===== src/rtl/word_scroll_ctrl.sv =====
// Rotation controller for the four-digit "dE10" display.
// Advances a 2-bit index on a prescaled tick or on Step presses.
module word_scroll_ctrl #(
  parameter int TICK_DIV = 50000000,
  parameter int CW       = 26
) (
  input  logic       Clock,
  input  logic       Reset,
  input  logic       En,
  input  logic       Dir,
  input  logic       Step,
  output logic [1:0] Rot,
  output logic       Tick,
  output logic [1:0] C3,
  output logic [1:0] C2,
  output logic [1:0] C1,
  output logic [1:0] C0
);

  typedef enum logic {
    PAUSE = 1'b0,
    RUN   = 1'b1
  } state_t;

  localparam logic [CW-1:0] TERM = CW'(TICK_DIV - 1);

  state_t        state;
  logic [CW-1:0] count;
  logic          en_s1, en_s2;
  logic          dir_s1, dir_s2;
  logic          step_s1, step_s2;
  logic          step_prev;
  logic          step_edge;
  logic [1:0]    rot_nxt;

  assign step_edge = step_s2 & ~step_prev;
  assign rot_nxt   = dir_s2 ? Rot - 2'd1 : Rot + 2'd1;

  always_ff @(posedge Clock or posedge Reset) begin
    if (Reset) begin
      en_s1     <= 1'b0;
      en_s2     <= 1'b0;
      dir_s1    <= 1'b0;
      dir_s2    <= 1'b0;
      step_s1   <= 1'b0;
      step_s2   <= 1'b0;
      step_prev <= 1'b0;
    end else begin
      en_s1     <= En;
      en_s2     <= en_s1;
      dir_s1    <= Dir;
      dir_s2    <= dir_s1;
      step_s1   <= Step;
      step_s2   <= step_s1;
      step_prev <= step_s2;
    end
  end

  // Pause requests and run requests take priority over advances.
  always_ff @(posedge Clock or posedge Reset) begin
    if (Reset) begin
      state <= PAUSE;
      count <= '0;
      Rot   <= 2'd0;
      Tick  <= 1'b0;
    end else begin
      Tick <= 1'b0;
      unique case (state)
        RUN: begin
          if (!en_s2) begin
            state <= PAUSE;
            count <= '0;
          end else if (count == TERM) begin
            count <= '0;
            Rot   <= rot_nxt;
            Tick  <= 1'b1;
          end else begin
            count <= count + CW'(1);
          end
        end
        PAUSE: begin
          count <= '0;
          if (en_s2) begin
            state <= RUN;
          end else if (step_edge) begin
            Rot  <= rot_nxt;
            Tick <= 1'b1;
          end
        end
        default: begin
          state <= PAUSE;
          count <= '0;
        end
      endcase
    end
  end

  assign C3 = Rot;
  assign C2 = Rot + 2'd1;
  assign C1 = Rot + 2'd2;
  assign C0 = Rot + 2'd3;

endmodule


===== config.mk =====
export PLATFORM = sky130hd
export DESIGN_NAME = word_scroll_ctrl
export DESIGN_NICKNAME = d
export VERILOG_FILES = /design/src/rtl/word_scroll_ctrl.sv
export SDC_FILE = /design/constraint.sdc
export NUM_CORES = 1
export LEC_CHECK = 0
export ABC_CLOCK_PERIOD_IN_PS = 1880
export CORE_MARGIN = 2
export CORE_UTILIZATION = 45
export DETAILED_ROUTE_END_ITERATION = 8
export GPL_ROUTABILITY_DRIVEN = 0
export PLACE_DENSITY_LB_ADDON = 0.1
export SYNTH_ARGS = -nofsm -noshare
export SYNTH_HDL_FRONTEND = slang
export SYNTH_SLANG_ARGS = --single-unit

===== constraint.sdc =====
create_clock -name Clock -period 1.88 [get_ports Clock]
set_input_delay 0.564 -clock Clock [delete_from_list [all_inputs] [get_ports Clock]]
set_output_delay 0.564 -clock Clock [all_outputs]
set_load 0.02 [all_outputs]

==> results_dict.tcl <==
set metrics [dict create \
    status "finished clean" \
    synth_edf_count 0 \
    synth_top_area_cell "dfrtp_1" \
    rsz0062_at_grt "true" \
    powerDensity_nw_per_um2 809.4 \
    synth_area_leaders "dfrtp_1 52%, xnor2_1 6.4%, nor2_1 3.8%, a21oi_1 3.1%, or4_1 2.9%" \
    layout.nets 219 \
    multi_input_area_um2 839.6 \
    power.leakage_nw 0.9226 \
    cp-start-kind "register" \
    grt_max_degree 38 \
    core.rowCount 22 \
    syn_to_final_growth_pct 27.60 \
    dpl_worst_slack_ns 0.006983 \
    n_fill_cell 334 \
    hold_path_class "reg -> reg" \
    crit_path_max_fanout 24 \
    die_w_um 67.08 \
    cts-root-buf "clkbuf_8" \
    drv_cap 0 \
    seq_area_frac_synth_pct 51.71 \
    yosys.cell_count.top_type "dfrtp_1" \
    required_ns 2.05 \
    utilization_pct 61.03 \
    ir_drop_v 0.0004290 \
    worstPathArrival_ns 2.00 \
    cts_tree "yes" \
    start_util_pct 47.83 \
    drtPass1Iterations 5 \
    skew_ns 0.004128 \
    power.net_switching_mw 0.5788 \
    antenna_found_initial 0 \
    diodes 0 \
    drc_errors 0 \
    netlist_instances 179 \
    pwr-share-seq_pct 45.6 \
    io_pins 16 \
    dpl_cell_area_um2 2151 \
    die_area_um2 4499 \
    cell_internal_pwr_mw 1.270 \
    drtIter0Drc 103 \
    insertion_delay_ns 0.29 \
    num_vias 1435 \
    synthesis.area_um2 1790 \
    layout.area.seq_um2 929.6 \
    grt_pass1_vias 1383 \
    yosys-top-cells-count "37 x dfrtp_1, 18 x nor2_1, 13 x xnor2_1" \
    synth_fp_nets 185 \
    drive_gt1_share_pct 23.36 \
    path_class "reg -> reg" \
    synth_cell_types 34 \
    ant_nets 0 \
    ys_async_sr_fraction_pct 100.0 \
    finalCriticalPeriod_ns 1.827 \
    grt_pass1_wl_um 6624 \
    clockBufferDepth 2 \
    wire_per_inst_um 14.79 \
    cts_buffers 5 \
    clock_sinks 37 \
    fin_crit_sh_pct 97.20 \
    grt_overflow 0 \
    globalRouteTotalUtil_pct 20.06 \
    switching_share_pct 31.30 \
    clkTransAtPathRegs_ns 0.07 \
    hold_violations 0 \
    fp.dieH_um 67.08 \
    synth-seq-cells 37 \
    slew_headroom_pct 74.75 \
    viasPerCell 5.477 \
    yosysTopAreaCellShare_pct 51.71 \
    dominantRegCellSynth "dfrtp_1" \
    place_hpwl_um 2691 \
    layout_setup_ws_ns 0.05266 \
    htree_levels 2 \
    pwr-share-clk_pct 30.4 \
    synth.avg_cell_area_um2 10.00 \
    end_kind "register" \
    max_freq_ghz 0.5472 \
    combPwrFrac_pct 24.1 \
    tightest_slew_ns 0.3753 \
    final_cell_area_um2 2285 \
    cts_hold_buf 0 \
    drt_wl_total_um 3876 \
    drv_slew 0 \
    setup_viol 0 \
    core_area_um2 3744 \
    yosys_warnings 0 \
    io_buffer_count 15 \
]
metal layers:
metal / routed length, um / global-route usage (%) / vias to the layer above / share of wire, %
li1: - / - / 706 / -
met1: 1744 / 26.44 / 687 / 45
met2: 1904 / 30.45 / 36 / 49
met3: 175 / 6.250 / 6 / 4.5
met4: 51 / 8.163 / 0 / 1.3
met5: 0 / 0 / - / 0
cells by family (layout without fill, tap and decap cells):
group / after synthesis / after routing / share of synthesized area, %
AND/OR/NAND/NOR: 80 / 80 / 25.51
flip-flops: 37 / 37 / 51.71
AO/OA/AOI/OAI: 25 / 25 / 8.386
buffers and inverters: 19 / 54 / 5.380
XOR/XNOR: 17 / 17 / 8.316
adder cells (fa/ha/maj): 1 / 1 / 0.6987
power by group through the flow:
stage          registers, mW  clock network, mW  logic [mW]
3_5_place_dp           0.854                  0       0.494
4_1_cts                0.839              0.583       0.424
2_1_floorplan          0.890                  0       0.253
5_1_grt                0.847              0.615       0.482
3_3_place_gp           0.852                  0       0.488
6_report               0.843              0.562       0.445
path summary, 6_finish.rpt:
check / depth (start not counted) / endpoint / from / slack, ns
worst max-delay path: 5 / count[19] / count[16] / 0.05
worst min-delay path: 0 / dir_s2 / dir_s1 / 0.35
worst max register to register: 5 / count[19] / count[16] / 0.05
worst min register to register: 0 / dir_s2 / dir_s1 / 0.35
max in group asynchronous: 3 / count[3] / Reset / 1.06
min in group asynchronous: 3 / step_s1 / Reset / 0.62
placed cells by master, fill, tap and decap left out, types with 2 or more instances in the layout:
cell | Yosys | routed
dfrtp_1 | 37 | 34
buf_4 | 6 | 20
nor2_1 | 18 | 18
xnor2_1 | 13 | 12
nand2_1 | 12 | 11
a21oi_1 | 11 | 10
inv_1 | 9 | 9
nand3_1 | 7 | 7
nand4_1 | 7 | 7
dlygate4sd2_1 | 0 | 7
o21ai_0 | 5 | 5
or3_1 | 6 | 5
nor3_1 | 5 | 5
nor4_1 | 5 | 5
clkbuf_8 | 0 | 5
clkdlybuf4s50_1 | 0 | 5
o31ai_1 | 4 | 4
or4_1 | 7 | 4
xor2_1 | 4 | 4
or4_4 | 0 | 3
dfrtp_2 | 0 | 3
clkdlybuf4s15_1 | 0 | 3
and4_1 | 2 | 2
a21o_1 | 2 | 2
or2_2 | 2 | 2
buf_12 | 0 | 2
cell type report:
class | instances | share of cell area [%]
multi-input combinational | 123 | 36.75
timing repair buffer | 37 | 14.51
tap | 48 | 2.629
clock inverter | 3 | 0.9310
sequential | 37 | 40.69
clock buffer | 5 | 3.012
inverter | 9 | 1.479
critical path, stage by stage, from the launching register on:
cell and delay, ns:
dfrtp_1 0.40, or4_4 0.55, nor4_4 0.31, a21o_1 0.20, buf_12 0.18, a21oi_1 0.07
metrics by stage:
stage	cells	hold WS, ns	TNS, ns	power [mW]
6_report	262	0.3533	0	1.849
5_1_grt	262	0.3648	-0.09847	1.945
4_1_cts	261	0.3550	0	1.846
3_5_place_dp	253	0.3373	0	1.349
3_3_place_gp	253	0.3316	0	1.340
2_1_floorplan	179	0.3312	0	1.143
repair_timing:
| action | in CTS | in global routing |
|---|---|---|
| buffers inserted | 0 | 1 |
| resized for setup | 11 | 14 |
| endpoints found under the hold margin | 0 | 0 |
| pin swaps | 0 | 2 |
| endpoints found under the setup margin | 14 | 27 |
flip-flops by register name, summed over array words and instances, names as in the netlist:
name,flops
step_prev,1
step_s2,1
Tick,1
step_s1,1
C3,2
en_s1,1
count,26
state,1
en_s2,1
dir_s1,1
dir_s2,1
(Power assumes the default switching activity.)
